==> config.mk <==
export PLATFORM = sky130hd
export DESIGN_NAME = cntlr_report_framer
export DESIGN_NICKNAME = d
export VERILOG_FILES = /design/src/rtl/n64_serial_pkg.sv /design/src/rtl/cntlr_report_framer.sv
export SDC_FILE = /design/constraint.sdc
export NUM_CORES = 1
export LEC_CHECK = 0
export ABC_CLOCK_PERIOD_IN_PS = 2100
export CORE_MARGIN = 3
export CORE_UTILIZATION = 35
export DETAILED_ROUTE_END_ITERATION = 7
export GPL_ROUTABILITY_DRIVEN = 0
export PLACE_DENSITY_LB_ADDON = 0.25
export SLEW_MARGIN = 15
export SYNTH_ARGS = -nofsm -noshare
export SYNTH_HDL_FRONTEND = slang
export SYNTH_SLANG_ARGS = --single-unit
==> constraint.sdc <==
create_clock -name clk -period 2.1 [get_ports clk]
set_input_delay 0.525 -clock clk [delete_from_list [all_inputs] [get_ports clk]]
set_output_delay 0.525 -clock clk [all_outputs]
set_load 0.02 [all_outputs]
==> src/rtl/n64_serial_pkg.sv <==
// Shared types and constants for the N64 controller report serial path.
// Frame length depends on the REPORT_CHECKSUM_EN macro.
package n64_serial_pkg;

  typedef enum logic [1:0] {
    IDLE  = 2'd0,
    START = 2'd1,
    SKIP  = 2'd2,
    WAIT  = 2'd3
  } state_e;

  localparam logic [7:0] SYNC_DEFAULT = 8'hA5;

`ifdef REPORT_CHECKSUM_EN
  localparam int unsigned FRAME_LEN = 32'd6;
`else
  localparam int unsigned FRAME_LEN = 32'd5;
`endif

  localparam logic [2:0] LAST_IDX = 3'(FRAME_LEN - 32'd1);

`ifdef REPORT_CHECKSUM_EN
  function automatic logic [7:0] report_chk(input logic [31:0] d);
    return d[31:24] ^ d[23:16] ^ d[15:8] ^ d[7:0];
  endfunction
`endif

endpackage

==> src/rtl/cntlr_report_framer.sv <==
// Frames 32-bit controller reports as SYNC + 4 data bytes (+ XOR checksum when
// REPORT_CHECKSUM_EN is defined) for a UART TX byte interface.
module cntlr_report_framer
  import n64_serial_pkg::*;
#(
  parameter logic [7:0] SYNC_BYTE = SYNC_DEFAULT
) (
  input  logic        clk,
  input  logic        rst_n,
  input  logic [31:0] cntlr_data,
  input  logic        cntlr_data_rdy,
  output logic [7:0]  tx_data,
  output logic        tx_start,
  input  logic        tx_busy,
  output logic        frame_active,
  output logic [7:0]  drop_cnt
);

  state_e      state_q, state_d;
  logic [2:0]  idx_q, idx_d;
  logic [31:0] frame_q, frame_d;
  logic [31:0] hold_q, hold_d;
  logic        hold_vld_q, hold_vld_d;
  logic [7:0]  tx_data_q, tx_data_d;
  logic        tx_start_q, tx_start_d;
  logic        frame_active_q, frame_active_d;
  logic [7:0]  drop_q, drop_d;

  function automatic logic [7:0] byte_sel(input logic [31:0] d, input logic [2:0] i);
    case (i)
      3'd0:    return SYNC_BYTE;
      3'd1:    return d[31:24];
      3'd2:    return d[23:16];
      3'd3:    return d[15:8];
      3'd4:    return d[7:0];
`ifdef REPORT_CHECKSUM_EN
      3'd5:    return report_chk(d);
`endif
      default: return 8'h00;
    endcase
  endfunction

  // State and registered outputs.
  always_ff @(posedge clk or negedge rst_n) begin
    if (!rst_n) begin
      state_q        <= IDLE;
      idx_q          <= 3'd0;
      frame_q        <= 32'd0;
      hold_q         <= 32'd0;
      hold_vld_q     <= 1'b0;
      tx_data_q      <= 8'h00;
      tx_start_q     <= 1'b0;
      frame_active_q <= 1'b0;
      drop_q         <= 8'd0;
    end else begin
      state_q        <= state_d;
      idx_q          <= idx_d;
      frame_q        <= frame_d;
      hold_q         <= hold_d;
      hold_vld_q     <= hold_vld_d;
      tx_data_q      <= tx_data_d;
      tx_start_q     <= tx_start_d;
      frame_active_q <= frame_active_d;
      drop_q         <= drop_d;
    end
  end

  // Next-state logic; outputs are precomputed for the cycle being entered.
  always_comb begin
    state_d        = state_q;
    idx_d          = idx_q;
    frame_d        = frame_q;
    hold_d         = hold_q;
    hold_vld_d     = hold_vld_q;
    tx_data_d      = tx_data_q;
    tx_start_d     = 1'b0;
    frame_active_d = frame_active_q;
    drop_d         = drop_q;

    // Holding write happens before any promotion so a same-cycle report is kept.
    if (cntlr_data_rdy && (state_q != IDLE)) begin
      hold_d     = cntlr_data;
      hold_vld_d = 1'b1;
      if (hold_vld_q && (drop_q != 8'hFF)) begin
        drop_d = drop_q + 8'd1;
      end else begin
        drop_d = drop_q;
      end
    end else begin
      hold_d = hold_q;
    end

    case (state_q)
      IDLE: begin
        if (cntlr_data_rdy) begin
          frame_d        = cntlr_data;
          idx_d          = 3'd0;
          state_d        = START;
          tx_start_d     = 1'b1;
          tx_data_d      = byte_sel(cntlr_data, 3'd0);
          frame_active_d = 1'b1;
        end else begin
          state_d = IDLE;
        end
      end
      START: state_d = SKIP;
      SKIP:  state_d = WAIT;
      WAIT: begin
        if (tx_busy) begin
          state_d = WAIT;
        end else if (idx_q != LAST_IDX) begin
          idx_d      = idx_q + 3'd1;
          state_d    = START;
          tx_start_d = 1'b1;
          tx_data_d  = byte_sel(frame_q, idx_q + 3'd1);
        end else if (hold_vld_d) begin
          frame_d        = hold_d;
          hold_vld_d     = 1'b0;
          idx_d          = 3'd0;
          state_d        = START;
          tx_start_d     = 1'b1;
          tx_data_d      = byte_sel(hold_d, 3'd0);
          frame_active_d = 1'b1;
        end else begin
          frame_active_d = 1'b0;
          state_d        = IDLE;
        end
      end
      default: state_d = IDLE;
    endcase
  end

  assign tx_data      = tx_data_q;
  assign tx_start     = tx_start_q;
  assign frame_active = frame_active_q;
  assign drop_cnt     = drop_q;

endmodule

==> out/results.tsv <==
metric	value	unit
Worst EP required	1570	ps
sequential area share after synthesis	52.4	%
antenna viol nets, final	0	
worst-margin pin slew	452	ps
DRT iter0 DRCs	167	
chip width	116	um
WL/cell	15.9	um
Hold-fix buffers, CTS	0	
RSZ-0062 raised after global routing	no	
Worst EP arrival	1440	ps
Pwr Total	8.60	mW
hpwl dp	6.22	mm
leak pwr	2.40	nW
final hold slack	180	ps
leading cell type in the layout, fill and taps excluded	dfrtp_1	
global route overflow	0	
Clock Skew	6.91	ps
root buffer cell	clkbuf_16	
worst skew pair latency	340	ps
clock sinks	88	
Synth Flop Type	dfrtp_1	
crit share post-route	93.7	%
Core ar.	11600	um2
setup violators final	0	
clk buf depth	2	
crit-path cells	clkdlybuf4s50_1	
synthesized flop and latch total	88	
largest net degree at the start of global routing	61	
cell row count	39	
outcome	finished, final reports clean	
PD cells	1600	nW/um2
Nets	455	
H-tree levels	3	
Netlist cell types	38	
first-pass GRT wire length	15.0	mm
die area	13400	um2
Final Util	46.4	%
ant diodes	0	
max_slew headroom	69.6	%
asr flop ratio synth	100	%
routed via count	2748	
vias in the first global route	2897	
Post-synth EDFFs	0	
layout cells sized above 1	18.6	%
Syn Nets	387	
Critical Path End Type	output port	
WL final	8.89	mm
Slew Limit Fails	0	
Synth Cell Area	4200	um2
vias per cell	4.92	
# IOs	54	
max_cap viols	0	
crit-path max FO	6	
Area Overhead vs Synth	27.8	%
Crit path max-delay family	buffers and inverters	
startpoint types	flop	
Buf/Inv on CP	1	
VDD IR max	0.624	mV
Num CTS Buffers	9	
Mapped Cells	342	
CTS tree	built	
# port buffers	53	
antenna violations before repair	0	
Clock transition at path regs	70	ps
Hold WC Path Type	primary input to async pin	
slowest CP cell	clkdlybuf4s50_1	
post-route design area	5370	um2
Final min period	1970	ps
Avg Cell Area, Syn	12.3	um2
total track usage	14.2	%
Die Height	116	um
DR pass1 iterations	6	
synth warn	0	
Max stage delay on crit path	650	ps
initial core utilization	36.3	%
DRC errors left	0	
fmax	508	MHz
fillcell total	1086	
Placed Area	4990	um2
final hold violations	0	
most frequent cells in the layout	dfrtp_1, mux2i_1, clkdlybuf4s50_1	
CP Class	flop to output port	
## power by group
group          switching (mW)  internal, mW
Sequential              0.433          2.45
Clock                   0.682          1.12
Combinational            1.94          1.98
Total                    3.05          5.55
## state kept, by name, summed over array words and instances (netlist names)
signal and count:
drop_cnt 8, tx_start 1, frame_q 32, hold_q 32
idx_q 3, hold_vld_q 1, frame_active 1, tx_data 8
state_q 2
## what timing repair did
item	4_1_cts	5_1_grt
gates resized for setup	0	2
buffers inserted	0	1
setup endpoints to repair	0	9
## cells in the mapped netlist (all sizes together), types with 2 or more instances
cell	n	share of area [%]
dfrtp	88	52
mux2i	65	15
inv	37	3.3
mux2	33	8.8
buf	14	2.3
o21ai	14	1.8
nor2	10	0.89
ha	9	2.7
nand3	9	1.1
a222oi	8	1.9
nand2	7	0.63
xor2	7	1.5
o22a	5	1.0
a21oi	4	0.48
a22o	4	0.83
nor3	4	0.48
clkbuf	3	0.27
nor2b	3	0.45
nor3b	2	0.36
xnor2	2	0.42
## per-stage QoR
step	setup TNS, ps	setup WS [ps]	std cells
after global routing	0	0.567	558
after floorplan	0	287	342
after detailed placement	-6820	-236	540
after CTS	0	114	556
after global placement	-6060	-221	540
final	0	133	558
## worst paths after layout
kind | slack [ps] | cells after the start | startpoint | endpoint
worst min-delay path | 180 | 2 | rst_n | frame_active
worst max-delay path | 130 | 1 | drop_cnt[2] | drop_cnt[2]
max in group asynchronous | 1620 | 2 | rst_n | frame_q[4]
worst max register to register | 140 | 9 | state_q[0] | frame_q[23]
min in group clk | 500 | 1 | hold_q[0] | hold_q[0]
worst min register to register | 500 | 1 | hold_q[0] | hold_q[0]
## cell families (layout without fill, tap and decap cells)
| kind of cell | after synthesis | after routing | share of synthesized area [%] |
|---|---|---|---|
| DFF | 88 | 88 | 52.4 |
| muxes | 98 | 98 | 24.3 |
| and+or+nand+nor | 40 | 40 | 4.71 |
| xor gates and xnor gates | 9 | 9 | 1.88 |
| AOI/OAI and AO/OA | 44 | 44 | 8.13 |
| adders and majority gates | 9 | 9 | 2.68 |
| buffers and inverters | 54 | 127 | 5.84 |
## area by class of cell
cell class | instances | area (um2) | share of cell area [%]
Sequential cell | 88 | 2200 | 41.0
Clock buffer | 11 | 253 | 4.71
Clock inverter | 5 | 86.3 | 1.61
Tap cell | 143 | 179 | 3.33
Timing Repair Buffer | 74 | 744 | 13.9
Multi-Input combinational cell | 200 | 1760 | 32.9
Inverter | 37 | 139 | 2.59
## metal layers
metal | track usage [%] | wire [um] | vias to the layer above
li1 | - | - | 1331
met1 | 19.9 | 4460 | 1357
met2 | 22.1 | 4020 | 51
met3 | 4.02 | 323 | 9
met4 | 3.29 | 88 | 0
met5 | 0 | 0 | -
(Power assumes the default switching activity.)
